--- config.mk ---
export PLATFORM = sky130hd
export DESIGN_NAME = rf_wb_port_arbiter
export DESIGN_NICKNAME = d
export VERILOG_FILES = /design/src/rtl/rf_wb_port_arbiter.sv
export SDC_FILE = /design/constraint.sdc
export NUM_CORES = 1
export LEC_CHECK = 0
export BUFFER_PORTS_ARGS = -buffer_cell sky130_fd_sc_hd__buf_2
export CAP_MARGIN = 25
export CORE_MARGIN = 2
export CORE_UTILIZATION = 41
export CTS_CLUSTER_SIZE = 8
export DETAILED_ROUTE_END_ITERATION = 12
export PLACE_DENSITY = 0.65
export SYNTH_ARGS = -nofsm -noshare
export SYNTH_HDL_FRONTEND = slang
export SYNTH_SLANG_ARGS = --single-unit
--- constraint.sdc ---
create_clock -name clk -period 3.75 [get_ports clk]
set_clock_uncertainty 0.1 [all_clocks]
set_input_delay 0.375 -clock clk [delete_from_list [all_inputs] [get_ports clk]]
set_output_delay 0.375 -clock clk [all_outputs]
set_load 0.01 [all_outputs]
--- src/rtl/rf_wb_port_arbiter.sv ---
// GPR write-port arbiter: pipeline WB writes win; mul/div results queue in a small FIFO and drain
// into idle slots, with a starvation FSM. Define WB_ARB_SCOREBOARD_EN for ID-stage hit queries.
module rf_wb_port_arbiter #(
    parameter int unsigned DATA_W     = 32,
    parameter int unsigned ADDR_W     = 5,
    parameter int unsigned MD_DEPTH   = 2,
    parameter int unsigned STARVE_MAX = 4
) (
    input  logic              clk,
    input  logic              rst,
    input  logic              pipe_wr,
    input  logic [ADDR_W-1:0] pipe_addr,
    input  logic [DATA_W-1:0] pipe_data,
    input  logic              md_valid,
    output logic              md_ready,
    input  logic [ADDR_W-1:0] md_addr,
    input  logic [DATA_W-1:0] md_data,
    output logic              rf_we,
    output logic [ADDR_W-1:0] rf_waddr,
    output logic [DATA_W-1:0] rf_wdata,
    output logic              pipe_hold,
`ifdef WB_ARB_SCOREBOARD_EN
    input  logic [ADDR_W-1:0] rd_qaddr0,
    input  logic [ADDR_W-1:0] rd_qaddr1,
    output logic              rd_qhit0,
    output logic              rd_qhit1,
`endif
    output logic              md_pending
);

    localparam int unsigned PtrW = (MD_DEPTH > 1) ? $clog2(MD_DEPTH) : 1;
    localparam int unsigned CntW = $clog2(MD_DEPTH + 1);
    localparam int unsigned StW  = $clog2(STARVE_MAX + 1);
    localparam logic [CntW-1:0] Full       = CntW'(MD_DEPTH);
    localparam logic [StW-1:0]  StarveLast = StW'(STARVE_MAX - 1);

    typedef enum logic [1:0] {StIdle, StWait, StForce} state_e;

    logic [ADDR_W-1:0]   addr_q [MD_DEPTH];
    logic [DATA_W-1:0]   data_q [MD_DEPTH];
    logic [MD_DEPTH-1:0] valid_q, valid_d;
    logic [PtrW-1:0]     rd_ptr_q, wr_ptr_q;
    logic [CntW-1:0]     count_q, count_d;
    logic [StW-1:0]      starve_q, starve_d;
    state_e              state_q, state_d;

    logic pipe_eff, fifo_nempty, pop, push, push_valid, blocked;

    assign pipe_eff    = pipe_wr & (pipe_addr != '0);
    assign fifo_nempty = (count_q != '0);
    assign pop         = fifo_nempty & ~pipe_eff;
    assign blocked     = fifo_nempty & pipe_eff;
    assign md_ready    = (count_q < Full) | pop;
    // Writes to $0 complete the handshake but never occupy a slot.
    assign push        = md_valid & md_ready & (md_addr != '0);
    // A same-cycle pipeline write to the same register is younger and supersedes the result.
    assign push_valid  = ~(pipe_eff & (md_addr == pipe_addr));
    assign md_pending  = fifo_nempty;
    assign pipe_hold   = (state_q == StForce);

    always_comb begin
        rf_we    = 1'b0;
        rf_waddr = '0;
        rf_wdata = '0;
        if (rst) begin
            rf_we = 1'b0;
        end else if (pipe_eff) begin
            rf_we    = 1'b1;
            rf_waddr = pipe_addr;
            rf_wdata = pipe_data;
        end else if (fifo_nempty && valid_q[rd_ptr_q]) begin
            rf_we    = 1'b1;
            rf_waddr = addr_q[rd_ptr_q];
            rf_wdata = data_q[rd_ptr_q];
        end
    end

    always_comb begin
        valid_d = valid_q;
        for (int i = 0; i < MD_DEPTH; i++) begin
            if (pipe_eff && addr_q[i] == pipe_addr) valid_d[i] = 1'b0;
        end
        if (pop)  valid_d[rd_ptr_q] = 1'b0;
        if (push) valid_d[wr_ptr_q] = push_valid;
    end

    always_comb begin
        count_d = count_q;
        unique case ({push, pop})
            2'b10:   count_d = count_q + 1'b1;
            2'b01:   count_d = count_q - 1'b1;
            default: count_d = count_q;
        endcase
    end

    always_comb begin
        state_d  = state_q;
        starve_d = starve_q;
        unique case (state_q)
            StIdle: begin
                starve_d = '0;
                if (count_d != '0) state_d = StWait;
            end
            StWait: begin
                if (blocked) begin
                    if (starve_q == StarveLast) begin
                        state_d  = StForce;
                        starve_d = '0;
                    end else begin
                        starve_d = starve_q + 1'b1;
                    end
                end else begin
                    starve_d = '0;
                    state_d  = (count_d != '0) ? StWait : StIdle;
                end
            end
            StForce: begin
                // Pipeline still writing while held: it wins and the drain is retried.
                if (pop) begin
                    starve_d = '0;
                    state_d  = (count_d != '0) ? StWait : StIdle;
                end
            end
            default: begin
                state_d  = StIdle;
                starve_d = '0;
            end
        endcase
    end

    always_ff @(posedge clk or posedge rst) begin
        if (rst) begin
            state_q  <= StIdle;
            starve_q <= '0;
            count_q  <= '0;
            rd_ptr_q <= '0;
            wr_ptr_q <= '0;
            valid_q  <= '0;
        end else begin
            state_q  <= state_d;
            starve_q <= starve_d;
            count_q  <= count_d;
            valid_q  <= valid_d;
            if (pop)  rd_ptr_q <= rd_ptr_q + 1'b1;
            if (push) wr_ptr_q <= wr_ptr_q + 1'b1;
        end
    end

    always_ff @(posedge clk) begin
        if (push) begin
            addr_q[wr_ptr_q] <= md_addr;
            data_q[wr_ptr_q] <= md_data;
        end
    end

`ifdef WB_ARB_SCOREBOARD_EN
    always_comb begin
        rd_qhit0 = 1'b0;
        rd_qhit1 = 1'b0;
        for (int i = 0; i < MD_DEPTH; i++) begin
            if (valid_q[i] && addr_q[i] == rd_qaddr0) rd_qhit0 = 1'b1;
            if (valid_q[i] && addr_q[i] == rd_qaddr1) rd_qhit1 = 1'b1;
        end
        if (rd_qaddr0 == '0) rd_qhit0 = 1'b0;
        if (rd_qaddr1 == '0) rd_qhit1 = 1'b0;
    end
`endif

endmodule

==> impl_metrics.toml, run 1 <==
[synthesis]
synth_edf_count = 74
synthTopCellsByCount = "74 x edfxtp_1, 42 x nor2_1, 40 x mux2i_1, 37 x a211oi_1"
synth_area_leaders = "edfxtp_1 57%, mux2i_1 10%, a211oi_1 7.1%"
synth_top_area_share = 0.571
yosysTopAreaCell = "edfxtp_1"
avgSynthCellArea_um2 = 13.7
ys_async_sr_fraction = 0.129
synthesis.area_mm2 = 0.00389
yosysMostFrequentCell = "edfxtp_1"
synth.distinct_cells = 36
synthCells = 284
synth-seq-cells = 85
synth_fp_nets = 364
synthFlopType = "edfxtp_1"
ys_seq_area_frac = 0.642
yosysWarnings = 0

[timing]
relSlewSlack = 0.536
setup_violations = 0
period_share = 0.763
grt_setup_unrepaired = "no"
fin_setup_tns_ps = 0
worstMarginPinSlew_ps = 696
hold_violations = 0
maxSlewViolCount = 0
period_needed_ps = 2860
fmax_mhz = 350

[detailed_routing]
drc = 0
wl_per_cell_um = 14.7
detail-route-antenna-nets = 0
first_iter_violations = 69
vias_per_cell = 4.90
vias = 2637
drtPass1Iterations = 4
routed_wl_um = 7900

[run_status]
status = "finished clean"

[clock_network]
cts.reportedPaths.clkPinSlew_ps = 90
h-tree-depth = 3
cts_buffers = 9
clk_latency_ps = 350
postCtsHoldBufs = 1
clock-root-buffer = "clkbuf_8"
cts_sinks = 85
postCtsSetupRepairBufs = 0
cts_buffer_depth = 2
ctsResizeCount = 0
cts_tree = "built"

[die]
die_h_um = 101
initial_core_util = 0.421
dieArea_mm2 = 0.0103
fp.dieW_um = 101
num_rows = 35
core_area_mm2 = 0.00924
ios = 119

[cells_and_area]
syn_to_final_growth_pct = 24.3
diodes = 0
final_core_util = 0.524
layout-drive-gt1-share = 0.364
fin_cells = 538
nNetsFinal = 484

[worst_setup_path]
crit_required_ps = 3270
cp_common_cell = "buf_2"
crit_path_cell_trace = "buf_2 > or4_4 > o21a_1 > o21ai_4 > buf_4 > a211oi_1 > buf_2"
crit_type = "in -> out"
cp_slowest_cell = "or4_4"
critPathCaptureType = "primary output"
critPathMaxStageDelay_ps = 560
arrival_ps = 2390
start_kind = "input port"
path_max_fanout = 19

[grt]
grt.total_usage = 0.159
grt-ovfl-total = 0
grt_max_degree = 59
grt_pass1_wl_um = 12500
grt_pass1_vias = 2612
antenna_found_initial = 0

[place]
place_inst = 521
post-dp-hpwl_um = 5530
routabilityCongestion = 0.765
port_buffers = 118

[worst_hold_path]
hp-class = "in -> reg"

[power_and_ir_drop]
vdd_ir_drop_max_v = 0.000270
power_density_mw_per_mm2 = 612
p_leak_nw = 2.00

[flow_run]
max_cap_viol_count = 0
[per-stage QoR]
step                setup slack [ps]  instance area, µm²  hold slack, ps  power, W
finish                           889                4840             109   0.00296
global route                     690                4840            83.4   0.00315
CTS                              854                4840            90.8   0.00300
detailed placement               855                4630             324   0.00236
global placement                 930                4630             326   0.00234
floorplan                       1230                3890             134   0.00203
[layout by cell type, fill, tap and decap left out, types with 2 or more instances in the layout]
| cell type | synthesis | layout |
|---|---|---|
| buf_4 | 1 | 7 |
| o21ai_4 | 1 | 2 |
| xnor2_1 | 11 | 11 |
| a211oi_1 | 37 | 37 |
| inv_6 | 0 | 2 |
| o21a_1 | 2 | 2 |
| nor2_4 | 2 | 2 |
| nor3_1 | 4 | 4 |
| nor4_1 | 2 | 2 |
| inv_1 | 6 | 6 |
| o21ai_0 | 2 | 2 |
| clkbuf_8 | 0 | 9 |
| nor2_1 | 42 | 42 |
| nand2b_1 | 2 | 2 |
| nand3_1 | 2 | 2 |
| xor2_1 | 9 | 9 |
| a21oi_1 | 3 | 3 |
| buf_2 | 9 | 118 |
| edfxtp_1 | 74 | 74 |
| ha_1 | 2 | 2 |
| mux2i_1 | 40 | 40 |
| dfrtp_1 | 11 | 10 |
| clkinvlp_4 | 0 | 3 |
[critical path: cells and delay by family]
family	cells	cell delay, ps
compound gates	3	850
simple gates	1	560
buf+inv	3	590
[state kept, by name, summed over array words and instances, names as in the netlist]
signal / count
addr_q: 10
count_q: 2
data_q: 64
rd_ptr_q: 1
starve_q: 3
state_q: 2
valid_q: 2
wr_ptr_q: 1
[metal layers]
layer,GRT usage,vias to the layer above,part of all wire
met5,0,-,0
met4,0.0468,0,0.0033
met3,0.0393,2,0.049
met2,0.265,70,0.50
met1,0.208,1257,0.45
li1,-,1308,-
[layout make-up]
class	count	area, µm²
repair buffers	127	673
clock inverters	7	73.8
flip-flops and latches	85	2500
well taps	129	161
fillers	828	4400
clock buffers	9	124
multi-input cells	175	1290
inverters	6	22.5
[final timing paths]
kind	depth (start not counted)	start	end	slack (ps)
worst max-delay path	7	pipe_addr[4]	rf_wdata[29]	890
worst min-delay path	1	md_data[24]	data_q[0][24]$_DFFE_PP_	110
worst max register to register	9	count_q[1]$_DFF_PP0_	state_q[0]$_DFFE_PP0P_	1710
worst min register to register	1	starve_q[2]$_DFFE_PP0P_	starve_q[2]$_DFFE_PP0P_	390
max in group asynchronous	3	rst	rd_ptr_q$_DFFE_PP0P_	2670
min in group asynchronous	3	rst	state_q[1]$_DFFE_PP0P_	490
[cell families after synthesis]
family | synth area share
buffers and inverters | 0.0309
DFF | 0.642
xor gates and xnor gates | 0.0450
muxes | 0.106
adders and majority gates | 0.00643
AOI/OAI and AO/OA | 0.0993
and+or+nand+nor | 0.0710
[report_power, final]
| part | internal [W] | switching, W |
|---|---|---|
| combinational | 0.000412 | 0.000567 |
| sequential | 0.00126 | 0.0000790 |
| clock | 0.000310 | 0.000334 |
No activity file was read; power rests on OpenSTA's default activity.
==> inputs of run 2 (changes only) <==
==> constraint.sdc (replaced) <==
create_clock -name clk -period 2.7 [get_ports clk]
set_clock_uncertainty 0.1 [all_clocks]
set_input_delay 0.27 -clock clk [delete_from_list [all_inputs] [get_ports clk]]
set_output_delay 0.27 -clock clk [all_outputs]
set_load 0.01 [all_outputs]
==> impl_metrics.toml, run 2 (same netlist as run 1, synthesis figures left out) <==
[clock_network]
clock-root-buffer = "clkbuf_8"
cts_tree = "built"
cts.reportedPaths.clkPinSlew_ps = 80
clk_latency_ps = 340
postCtsSetupRepairBufs = 0
ctsResizeCount = 0
cts_buffers = 9
cts_sinks = 85
h-tree-depth = 3
cts_buffer_depth = 2
postCtsHoldBufs = 15

[grt]
grt_pass1_wl_um = 12800
antenna_found_initial = 0
grt-ovfl-total = 0
grt.total_usage = 0.161
grt_pass1_vias = 2690
grt_max_degree = 57

[worst_setup_path]
cpLargestDelayFamily = "buffers and inverters"
crit_required_ps = 2330
critPathMaxStageDelay_ps = 560
start_kind = "input port"
timing.critical_path.buf_inv = 4
cp_slowest_cell = "or4_4"
arrival_ps = 2010
path_max_fanout = 22
critPathCaptureType = "primary output"
crit_type = "in -> out"
crit_path_cell_trace = "buf_2 > or4_4 > o21a_1 > buf_4 > o21ai_4 > buf_4 > a211oi_1 > buf_2"

[timing]
fin_setup_tns_ps = 0
setup_violations = 0
relSlewSlack = 0.530
worstMarginPinSlew_ps = 705
period_needed_ps = 2380
fmax_mhz = 421
maxSlewViolCount = 0
worst_slack_ps = 325
period_share = 0.880
hold_violations = 0
grt_setup_unrepaired = "no"

[cells_and_area]
syn_to_final_growth_pct = 30.2
layout.cells.most_common = "buf_2"
top_register = "data_q"
largest_registers = "data_q: 64 flops, addr_q: 10 flops, starve_q: 3 flops"
layout-drive-gt1-share = 0.354
fin_area_mm2 = 0.00507
final_core_util = 0.549
largest_register_ffs = 64
layout_common_cells = "118 x buf_2, 74 x edfxtp_1, 42 x nor2_1, 40 x mux2i_1, 37 x a211oi_1"
nNetsFinal = 501
diodes = 0
n_fill_cell = 806

[place]
port_buffers = 118
routabilityCongestion = 0.769
post-dp-hpwl_um = 5540
place_ws_ps = 248
dpl_cell_area_mm2 = 0.00468

[die]
core_area_mm2 = 0.00924
dieArea_mm2 = 0.0103
ios = 119
initial_core_util = 0.421
fp.dieW_um = 101
num_rows = 35
die_h_um = 101

[power_and_ir_drop]
power_density_mw_per_mm2 = 854
vdd_ir_drop_max_v = 0.000396
p_leak_nw = 2.11
power_w = 0.00433

[detailed_routing]
wl_per_cell_um = 14.5
drtPass1Iterations = 4
vias = 2720
routed_wl_um = 8030
detail-route-antenna-nets = 0
vias_per_cell = 4.90
drc = 0
first_iter_violations = 89

[flow_run]
max_cap_viol_count = 0

[run_status]
status = "finished clean"

[worst_hold_path]
hp-class = "in -> reg"
## run 2: final timing paths
kind	start	to	slack [ps]	cells past startpoint
setup / recovery	pipe_addr[4]	rf_wdata[25]	320	8
hold / removal	md_data[16]	data_q[1][16]$_DFFE_PP_	10	1
setup reg to reg	count_q[1]$_DFF_PP0_	state_q[0]$_DFFE_PP0P_	600	9
hold reg to reg	starve_q[2]$_DFFE_PP0P_	starve_q[2]$_DFFE_PP0P_	390	1
max in group asynchronous	rst	rd_ptr_q$_DFFE_PP0P_	1970	4
min in group asynchronous	rst	starve_q[2]$_DFFE_PP0P_	360	4
## run 2: worst reg2reg max path: cells and delay by family, from the launching register on
kind / cells / cell delay, ps
fa+ha+maj: 1 / 320
buf+inv: 2 / 220
xor+xnor: 1 / 190
compound gates: 1 / 110
flops: 1 / 430
simple gates: 4 / 690
## run 2: cell type report
cell class | instances | area [µm²] | share of cell area
Clock buffer | 10 | 128 | 0.0252
Sequential cell | 85 | 2500 | 0.493
Multi-Input combinational cell | 175 | 1290 | 0.254
Tap cell | 129 | 161 | 0.0318
Inverter | 6 | 22.5 | 0.00444
Clock inverter | 6 | 111 | 0.0220
Timing Repair Buffer | 144 | 861 | 0.170
## run 2: through the flow
| step | std cells | hold slack (ps) |
|---|---|---|
| final | 555 | 14.6 |
| after global routing | 555 | 2.33 |
| after CTS | 555 | 0.277 |
| after detailed placement | 524 | 170 |
| after global placement | 524 | 168 |
| after floorplan | 284 | 29.3 |
## run 2: layer usage
layer  wire length [µm]  track usage  vias to the layer above
li1                   -            -                     1343
met1               3460        0.210                     1288
met2               3990        0.263                       78
met3                461       0.0331                       11
met4                113       0.0644                        0
met5                  0            0                        -
## run 2: power breakdown
part,total (W),switching [W],internal [W]
sequential,0.00186,0.000110,0.00175
clock,0.00106,0.000443,0.000615
combinational,0.00141,0.000804,0.000607
total,0.00433,0.00136,0.00297
==> inputs of run 3 (changes only) <==
--- a/config.mk
+++ b/config.mk
@@ -12,6 +12,7 @@
 export CTS_CLUSTER_SIZE = 8
 export DETAILED_ROUTE_END_ITERATION = 12
 export PLACE_DENSITY = 0.65
+export RECOVER_POWER = 100
 export SYNTH_ARGS = -nofsm -noshare
 export SYNTH_HDL_FRONTEND = slang
 export SYNTH_SLANG_ARGS = --single-unit
==> impl_metrics.toml, run 3 (same netlist as run 1, synthesis figures left out) <==
[clock_network]
h-tree-depth = 3
cts_tree = "built"
cts_buffers = 9
cts_buffer_depth = 2
clk_latency_ps = 340
cts.reportedPaths.clkPinSlew_ps = 80
cts_sinks = 85
clock-root-buffer = "clkbuf_8"

[place]
post-dp-hpwl_um = 5540
place_inst = 524
port_buffers = 118
dpl_cell_area_mm2 = 0.00468
routabilityCongestion = 0.769

[worst_setup_path]
timing.critical_path.buf_inv = 4
endpoint = "rf_wdata[25]"
crit_type = "in -> out"
cpLargestDelayFamily = "buffers and inverters"
crit_required_ps = 2330
path_max_fanout = 22
critPathMaxStageDelay_ps = 620
cp_slowest_cell = "or4_1"
crit_path_cell_trace = "clkbuf_1 > or4_1 > o21a_1 > buf_4 > o21ai_4 > buf_4 > a211oi_1 > clkbuf_1"
start_kind = "input port"
crit_start = "pipe_addr[4]"
reg2reg_depth = 9
critPathCaptureType = "primary output"
crit_cells = 8
arrival_ps = 2090
reg2reg_from = "count_q[1]$_DFF_PP0_"
reg2reg_to = "state_q[0]$_DFFE_PP0P_"
reg2reg_slack_ps = 530

[run_status]
status = "finished clean"

[cells_and_area]
diodes = 0
layout-drive-gt1-share = 0.209
largest_registers = "data_q: 64 flops, addr_q: 10 flops, starve_q: 3 flops"
fin_cells = 555
layout.cells.most_common = "edfxtp_1"
fin_area_mm2 = 0.00494
syn_to_final_growth_pct = 26.9
nNetsFinal = 501
top_register = "data_q"
largest_register_ffs = 64
layout_common_cells = "74 x edfxtp_1, 60 x buf_2, 59 x clkbuf_1, 44 x nor2_1, 40 x mux2i_1"

[timing]
setup_violations = 0
period_needed_ps = 2460
fin_setup_tns_ps = 0
grt_setup_unrepaired = "no"
relSlewSlack = 0.533
period_share = 0.911
fmax_mhz = 406
hold_violations = 0
worstMarginPinSlew_ps = 701
maxSlewViolCount = 0

[detailed_routing]
routed_wl_um = 8020
drc = 0
wl_per_cell_um = 14.5
wl_met1_um = 3520
drtPass1Iterations = 4
highest_layer = "met4"
dr_wl_met2_um = 3950
first_iter_violations = 89
vias_per_cell = 4.89
vias = 2714
detail-route-antenna-nets = 0
met3_wirelength_um = 432

[grt]
grt_max_degree = 57
grt_pass1_vias = 2690
antenna_found_initial = 0
grt-ovfl-total = 0
grt.total_usage = 0.161
grt_pass1_wl_um = 12800

[power_and_ir_drop]
p_leak_nw = 1.90
power_density_mw_per_mm2 = 860
vdd_ir_drop_max_v = 0.000392

[worst_hold_path]
hp-class = "in -> reg"

[die]
fp.dieW_um = 101
num_rows = 35
initial_core_util = 0.421
ios = 119
core_area_mm2 = 0.00924
die_h_um = 101
dieArea_mm2 = 0.0103

[flow_run]
max_cap_viol_count = 0
-- run 3: cell types whose count changed in the layout (fill, tap and decap cells not counted), moves of 2 or more --
cell / previous run / this run
buf_2: 118 / 60
clkbuf_1: 1 / 59
clkbuf_2: 0 / 4
buf_12: 3 / 1
buf_4: 8 / 6
nor2_1: 42 / 44
nor2_4: 2 / 0
-- run 3: repair_timing --
item / in CTS / in global routing
endpoints found under the hold margin: 37 / 0
setup buffers: 0 / 0
hold buffers: 15 / 0
gates resized for setup: 0 / 0
-- run 3: where the power goes --
group          total [W]  switching, W  leakage [nW]  internal [W]
clock            0.00106      0.000443         0.118      0.000615
combinational    0.00133      0.000798         0.963      0.000530
sequential       0.00186      0.000107         0.822       0.00175
total            0.00425       0.00135          1.90       0.00290
-- run 3: final cells by class --
class / count / area [µm²]
Timing Repair Buffer: 144 / 753
Clock buffer: 10 / 128
Sequential cell: 85 / 2500
Multi-Input combinational cell: 175 / 1260
Clock inverter: 6 / 111
Inverter: 6 / 22.5
Fill cell: 847 / 4300
Tap cell: 129 / 161
-- run 3: worst min-delay path by stage --
stage	startpoint	endpoint	slack (ps)	depth (start not counted)
after floorplan	rst	count_q[0]$_DFF_PP0_	30	1
after global placement	rst	starve_q[2]$_DFFE_PP0P_	170	3
after detailed placement	rst	starve_q[2]$_DFFE_PP0P_	170	3
after CTS	md_data[7]	data_q[1][7]$_DFFE_PP_	0.3	1
after global routing	md_data[8]	data_q[0][8]$_DFFE_PP_	2	1
final	md_data[12]	data_q[0][12]$_DFFE_PP_	20	1
-- run 3: metal layers --
layer  GRT usage  vias to the layer above
met4      0.0644                        0
li1            -                     1344
met3      0.0331                       12
met2       0.263                       70
met5           0                        -
met1       0.210                     1288
-- run 3: per-stage QoR --
step | hold slack, ps | util | worst slack (ps) | power [W]
CTS | 0.277 | 0.549 | 323 | 0.00439
global placement | 168 | 0.506 | 292 | 0.00328
floorplan | 29.3 | - | 287 | 0.00282
detailed placement | 170 | 0.506 | 248 | 0.00331
finish | 15.1 | 0.535 | 239 | 0.00425
global route | 2.33 | 0.535 | 143 | 0.00449
